File: src/rtl/riscv_pkg.sv
// Shared RV32I immediate-format types used by the encoder, the scatter logic and the extender.
package riscv_pkg;

  typedef enum logic [2:0] {
    IMM_I = 3'b000,
    IMM_S = 3'b001,
    IMM_B = 3'b010,
    IMM_J = 3'b011,
    IMM_U = 3'b100
  } immsrc_e;

  typedef enum logic [1:0] {
    ERR_NONE  = 2'b00,
    ERR_RANGE = 2'b01,
    ERR_ALIGN = 2'b10,
    ERR_SRC   = 2'b11
  } imm_err_e;

  // True when v[31:lsb] are all equal, i.e. v is a sign-extension of its low lsb+1 bits.
  function automatic logic fits_signed(input logic [31:0] v, input int unsigned lsb);
    logic signed [31:0] s;
    s = $signed(v) >>> lsb;
    return (s == '0) || (s == '1);
  endfunction

endpackage

File: src/rtl/imm_extend.sv
// Datapath immediate extender: rebuilds the 32-bit immediate from instruction bits [31:7].
module imm_extend
  import riscv_pkg::*;
(
  input  logic [31:7] instr,
  input  immsrc_e     src,
  output logic [31:0] imm
);

  always_comb begin
    imm = '0;
    case (src)
      IMM_I: imm = {{20{instr[31]}}, instr[31:20]};
      IMM_S: imm = {{20{instr[31]}}, instr[31:25], instr[11:7]};
      IMM_B: imm = {{20{instr[31]}}, instr[7], instr[30:25], instr[11:8], 1'b0};
      IMM_J: imm = {{12{instr[31]}}, instr[19:12], instr[20], instr[30:21], 1'b0};
      IMM_U: imm = {instr[31:12], 12'b0};
      default: imm = '0;
    endcase
  end

endmodule

File: src/rtl/imm_scatter.sv
// Combinational scatter of an immediate into RV32I bit positions, with the clear-mask and error code.
module imm_scatter
  import riscv_pkg::*;
(
  input  logic [2:0]  immsrc,
  input  logic [31:0] imm,
  output logic [31:0] bits,
  output logic [31:0] mask,
  output imm_err_e    err
);

  immsrc_e     src;
  logic [31:0] raw;

  assign src = immsrc_e'(immsrc);

  always_comb begin
    // NOTE: every output gets a default first so no path through the case infers a latch.
    raw  = '0;
    mask = '0;
    err  = ERR_NONE;
    case (src)
      IMM_I: begin
        raw  = {imm[11:0], 20'b0};
        mask = 32'hFFF0_0000;
        if (!fits_signed(imm, 11)) err = ERR_RANGE;
      end
      IMM_S: begin
        raw  = {imm[11:5], 13'b0, imm[4:0], 7'b0};
        mask = 32'hFE00_0F80;
        if (!fits_signed(imm, 11)) err = ERR_RANGE;
      end
      IMM_B: begin
        raw  = {imm[12], imm[10:5], 13'b0, imm[4:1], imm[11], 7'b0};
        mask = 32'hFE00_0F80;
        if (imm[0])                     err = ERR_ALIGN;
        else if (!fits_signed(imm, 12)) err = ERR_RANGE;
      end
      IMM_J: begin
        raw  = {imm[20], imm[10:1], imm[11], imm[19:12], 12'b0};
        mask = 32'hFFFF_F000;
        if (imm[0])                     err = ERR_ALIGN;
        else if (!fits_signed(imm, 20)) err = ERR_RANGE;
      end
      IMM_U: begin
        raw  = {imm[31:12], 12'b0};
        mask = 32'hFFFF_F000;
        if (imm[11:0] != 12'b0) err = ERR_ALIGN;
      end
      default: err = ERR_SRC;  // mask stays zero: the base word passes through untouched
    endcase
    bits = (err == ERR_NONE) ? raw : '0;
  end

endmodule

File: src/rtl/imm_encoder.sv
// Two-stage valid/ready immediate encoder tagging each word with its imem byte address.
// Optional IMM_ROUNDTRIP_CHECK_EN adds an extender round-trip check and the rt_mismatch output.
module imm_encoder
  import riscv_pkg::*;
#(
  parameter int unsigned            ADDR_W    = 32,
  parameter logic [ADDR_W-1:0]      ADDR_BASE = '0,
  parameter int unsigned            ERRCNT_W  = 16
) (
  input  logic                clk,
  input  logic                rst_n,
  input  logic                in_valid,
  output logic                in_ready,
  input  logic [2:0]          in_immsrc,
  input  logic [31:0]         in_base,
  input  logic [31:0]         in_imm,
  input  logic                in_restart,
  output logic                out_valid,
  input  logic                out_ready,
  output logic [31:0]         out_instr,
  output logic [ADDR_W-1:0]   out_addr,
  output logic [1:0]          out_err,
`ifdef IMM_ROUNDTRIP_CHECK_EN
  output logic                rt_mismatch,
`endif
  output logic [ERRCNT_W-1:0] err_count
);

  logic              s1_v, s1_rdy, s2_rdy, accept, s1_go;
  logic [2:0]        s1_src;
  logic [31:0]       s1_base, s1_imm;
  logic [ADDR_W-1:0] s1_addr, addr_cnt, tag;
  logic [31:0]       sc_bits, sc_mask;
  imm_err_e          sc_err;

  assign s2_rdy   = !out_valid || out_ready;
  assign s1_rdy   = !s1_v || s2_rdy;
  assign in_ready = s1_rdy;
  assign accept   = in_valid && s1_rdy;
  assign s1_go    = s1_v && s2_rdy;
  assign tag      = in_restart ? ADDR_BASE : addr_cnt;

  // Stage 1: capture the request and assign its address tag.
  always_ff @(posedge clk or negedge rst_n) begin
    // NOTE: non-blocking assignments so every register samples pre-edge values.
    if (!rst_n) begin
      s1_v     <= 1'b0;
      s1_src   <= '0;
      s1_base  <= '0;
      s1_imm   <= '0;
      s1_addr  <= '0;
      addr_cnt <= ADDR_BASE;
    end else begin
      if (s1_rdy) s1_v <= in_valid;
      if (accept) begin
        s1_src   <= in_immsrc;
        s1_base  <= in_base;
        s1_imm   <= in_imm;
        s1_addr  <= tag;
        addr_cnt <= tag + ADDR_W'(4);
      end else if (in_restart) begin
        addr_cnt <= ADDR_BASE;
      end
    end
  end

  imm_scatter u_scatter (
    .immsrc (s1_src),
    .imm    (s1_imm),
    .bits   (sc_bits),
    .mask   (sc_mask),
    .err    (sc_err)
  );

  // Stage 2: registered encoded word, plus the saturating error counter on output handshakes.
  always_ff @(posedge clk or negedge rst_n) begin
    if (!rst_n) begin
      out_valid <= 1'b0;
      out_instr <= '0;
      out_addr  <= '0;
      out_err   <= ERR_NONE;
      err_count <= '0;
    end else begin
      if (s2_rdy) out_valid <= s1_v;
      if (s1_go) begin
        out_instr <= (s1_base & ~sc_mask) | sc_bits;
        out_addr  <= s1_addr;
        out_err   <= sc_err;
      end
      if (out_valid && out_ready && (out_err != ERR_NONE) && (err_count != '1))
        err_count <= err_count + ERRCNT_W'(1);
    end
  end

`ifdef IMM_ROUNDTRIP_CHECK_EN
  logic [31:0] s2_imm, ext_imm;
  immsrc_e     s2_src;

  always_ff @(posedge clk or negedge rst_n) begin
    if (!rst_n) begin
      s2_imm <= '0;
      s2_src <= IMM_I;
    end else if (s1_go) begin
      s2_imm <= s1_imm;
      s2_src <= immsrc_e'(s1_src);
    end
  end

  imm_extend u_extend (
    .instr (out_instr[31:7]),
    .src   (s2_src),
    .imm   (ext_imm)
  );

  assign rt_mismatch = out_valid && (out_err == ERR_NONE) && (ext_imm != s2_imm);

  rt_never_mismatch: assert property (@(posedge clk) disable iff (!rst_n) !rt_mismatch);
`endif

endmodule
File: config.mk
export PLATFORM = sky130hd
export DESIGN_NAME = imm_encoder
export DESIGN_NICKNAME = d
export VERILOG_FILES = /design/src/rtl/riscv_pkg.sv /design/src/rtl/imm_extend.sv /design/src/rtl/imm_scatter.sv /design/src/rtl/imm_encoder.sv
export SDC_FILE = /design/constraint.sdc
export NUM_CORES = 1
export LEC_CHECK = 0
export ABC_AREA = 1
export CAP_MARGIN = 20
export CORE_ASPECT_RATIO = 0.8
export CORE_MARGIN = 8
export CORE_UTILIZATION = 30
export CTS_CLUSTER_DIAMETER = 80
export DETAILED_ROUTE_END_ITERATION = 16
export PLACE_DENSITY = 0.49
export SLEW_MARGIN = 40
export SYNTH_ARGS = -nofsm -noshare
export SYNTH_HDL_FRONTEND = slang
export SYNTH_SLANG_ARGS = --single-unit
File: constraint.sdc
create_clock -name clk -period 1.7 [get_ports clk]
set_clock_uncertainty 0.15 [all_clocks]
set_input_delay 0.17 -clock clk [delete_from_list [all_inputs] [get_ports clk]]
set_output_delay 0.17 -clock clk [all_outputs]
set_load 0.01 [all_outputs]
==> run summary <==
Multiplexer cells account for 0% of the synthesized area. For this run, the detailed router's first-pass iteration total came to 6. The average instance in the mapped netlist occupies 8.36 um2.

For the number of nets still failing antenna checks after routing, the log shows 0. Ranked by total cell area, the synthesized netlist is headed by dfrtp_1 (54%), nand2_1 (15%), o21ai_0 (4.6%). The clock insertion delay at the later pin of the skew report is 0.53 ns, and the maximum fanout along the worst path is 5. Setup total negative slack on the finished layout was measured at -5.86 ns. The checks that failed: negative setup slack. TritonCTS built the clock tree. The tools report the die footprint as 0.0393 mm2. The total power after layout is 15.4 mW, and the slew at the pin with the worst max-slew slack is 0.488 ns. The length in cells of the worst reg-to-reg path works out to 11. The count of flip-flops with a built-in enable after synthesis came out at 0. The synthesized design devotes to its leading area cell type 54.1% of total area. The most used flip-flop cell after synthesis is dfrtp_1. The logs give 15.8% for the total global routing track utilization and 7.19 nW for the leakage power. The run gives 40.1% as the sequential fraction of design power. After synthesis, the largest family of logic cells by area is simple AND/OR/NAND/NOR gates.

Entering global routing, the biggest net connects 49 pins. Net switching is 31.0% of the power. The run gives 34 as the final setup violation count.

For the starting density of the core, the log shows 30.5%. The quantity of I/O buffers inserted on ports came out at 155. The cell accounting for the most synthesized area is dfrtp_1. The mapped cell area was 0.00995 mm2.

The logs give 513 MHz for the highest achievable clock rate and 59 for the placement row count. Adder-cell share of the synthesized area: 0.251%. The flow ran to the end, but the final reports show violations. The portion of total power attributed to combinational logic came out at 25.7%. Setup repair after global routing could not meet its margin everywhere. Cell internal power was estimated by the tool at 10.6 mW. The max-slew violation count was 0; the floorplan die height was 179 um.

The async set or reset register ratio after synthesis is 100%, and the number of different library cells in the post-synthesis netlist is 42. The run gives 34.1% as the proportion of power drawn by the clock network. Startpoint kind of the worst setup timing path: a flip-flop.

Once placement completed, the tool counted placed cells totaling 1,893. The logs give 23.8% for the met1 routing resource usage after global routing and 1,190 for the instance count of the mapped netlist. The initial antenna violation count is 5, and the number of hold violations in the final report is 0.

Global routing consumed, on the met2 layer, 22.5% of the routing resources. The top-level port count is 156, and the overall overflow remaining after global route is 0. The core box area is 0.0326 mm2, and the required time reported for the critical path endpoint is 2.01 ns.

In this run the register-to-register setup slack is -0.25 ns. Dividing the detail-routed wire length by the instance count gives 16.0 um. The setup path with the least slack is of type reg2reg. Clock-pin slew was measured on the worst setup and hold paths at 0.06 ns. The clock passes through at most 3 buffers. Counting flops and latches in the post-synthesis netlist gives 215.

The run gives 4.06% as the global routing usage on met3. Finished layout cell area: 0.0149 mm2. The worst path needs 1.95 ns of the cycle, external delays included. After the last flow step, the layout net total stands at 1,593. Detailed-route vias per instance: 4.47.

For this design, the sink count on the clock tree is 215. The final layout contains routed wiring with a total length of 31,400 um. The number of max-capacitance violations reported is 0.

The tools report the count of antenna diodes in the layout as 0. The min-delay analysis places its worst path in the category in2async. The period utilization works out to 115%. The via count of the first global-routing pass is 8,831, and the DRC marker count from the first detailed-route iteration is 542. The total via count in the routed design came out at 8,776. The share of post-route cells with drive strength above 1 was 26.6%. For the maximum level of the CTS H-tree, the log shows 1.

The slack of the critical path came out at -0.247 ns. The power spent charging and discharging nets was 4.77 mW. After legalization and detailed placement, the total HPWL measured 23,100 um. The cell area after placement was 0.0134 mm2. The worst slew margin relative to its limit is 67.5%, and the number of nets produced by synthesis is 1,264.

The buffer cell driving the clock tree root was clkbuf_16. Once layout is complete, the cells apart from fillers number 1,964. The sequential share of the synthesized area was 54.1%; the routability congestion estimate from global placement was 0.813. The worst-case IR drop observed on VDD is 0.608 mV. The fraction of the mapped netlist area in compound gates works out to 7.27%. The post-synthesis share of cell area spent on and, or, nand and nor gates came out at 27.9%. The data arrival time at the worst-slack endpoint is 2.26 ns, and the power density normalized to cell area is 1030 mW/mm2.

Of the total synthesized cell area, the portion taken by XOR and XNOR cells is 3.78%. After global routing, the most crowded layer is met1. TritonCTS created 24 clock buffers. For this run, design rule violations remaining after detail routing come to 0.

Compared with the post-synthesis result, the final layout area differs by 49.7%. The first global-routing pass estimated 49,500 um of wire. The Yosys step of the flow raised 0 warnings. The tools report the type of destination of the critical path as a flip-flop. The die boundary width was 220 um.
[what timing repair did]
| action | CTS | global route |
|---|---|---|
| gates resized for setup | 137 | 108 |
| hold buffers | 3 | 0 |
| pin swaps | 26 | 54 |
| hold endpoints to repair | 217 | 0 |
| gates cloned | 1 | 0 |
| buffers inserted | 14 | 13 |
| setup endpoints to repair | 123 | 101 |
[synthesized netlist by cell type, types with 2 or more instances]
library cell,number
nand4_1,7
nand2_4,4
clkbuf_1,27
buf_4,2
o221ai_1,2
nor3_1,10
dfrtp_1,215
nor3_2,4
clkinv_1,2
nand3b_1,2
nor2_4,14
inv_2,3
inv_1,114
nand2_1,396
nand2_2,9
o21ai_1,3
xor2_1,31
o21ai_0,91
ha_1,2
nand3_1,57
xnor2_1,12
o211ai_1,4
o22ai_1,4
buf_2,13
nor2_1,102
a21oi_1,31
buf_1,2
buf_6,3
nand3_2,3
nor2_2,9
[worst max-delay path, stage by stage, from the launching register on]
cell and delay, ns:
dfrtp_1 0.42, nor2_1 0.12, nand2_1 0.07, nor2_2 0.17
nand3_2 0.11, nand2_2 0.08, nand3_2 0.09, nor2_4 0.20
buf_12 0.14, buf_12 0.12, nand3_2 0.08, a21oi_2 0.14
[path summary, 6_finish.rpt]
check                       startpoint           end
max reg2reg                 s1_imm[26]  out_instr[7]
min reg2reg                 s1_base[1]  out_instr[1]
max in group asynchronous        rst_n  err_count[3]
min                              rst_n    s1_base[5]
max                         s1_imm[26]  out_instr[7]
min in group clk           in_base[19]   s1_base[19]
[layer usage]
metal | wire length [um] | share of wire (%)
met4 | 460 | 1.5
met3 | 1870 | 6.0
met1 | 15900 | 51
met5 | 73 | 0.23
met2 | 13100 | 42
[power by group through the flow]
stage                     Clock (mW)  Combinational (mW)  Sequential [mW]
after floorplan                    0                1.41             6.35
after global placement             0                3.74             6.26
after detailed placement           0                3.75             6.27
after CTS                       5.43                3.81             6.16
after global routing            5.65                4.36             6.26
final                           5.25                3.95             6.17
[registers in the layout (all words and copies together) (netlist names)]
signal and count:
s1_v 1, out_err 2, addr_cnt 32, s1_src 3
s1_base 32, out_addr 32, s1_imm 32, s1_addr 32
out_valid 1, err_count 16, out_instr 32
[area by class of cell]
cell class              count  area, um2
fillers                  3288      17700
repair buffers            350       3230
inverters                 119        452
flip-flops and latches    215       5380
clock buffers              31        698
clock inverters            13       98.8
well taps                 427        534
multi-input cells         809       4510
[stage by stage]
stage                     worst slack [ns]  hold WS [ns]  util [%]
after floorplan                     -0.120        -0.276         -
after global placement              -0.290       0.00201      41.0
after detailed placement            -0.314      -0.00143      41.0
after CTS                           -0.172      0.000677      44.2
after global routing                -0.369       0.00713      45.7
final                               -0.247        0.0221      45.7
[cells in the final DEF, fill, tap and decap left out, types with 20 or more instances in the layout]
master and count:
dfrtp_1 213, inv_1 103, o21ai_0 90, nor2_2 21, nor2_1 80, clkdlybuf4s50_1 69, nand2_1 382, nand3_1 22
a21oi_2 20, dlygate4sd2_1 76, nand3_2 27, nor2_4 24, clkbuf_16 25, xor2_1 29, buf_4 154
[cell families after synthesis]
family                     count (synthesis)
xor gates and xnor gates                  43
AOI/OAI and AO/OA                        138
and+or+nand+nor                          626
buffers and inverters                    166
DFF                                      215
adders and majority gates                  2
No activity file was read; power rests on OpenSTA's default activity.
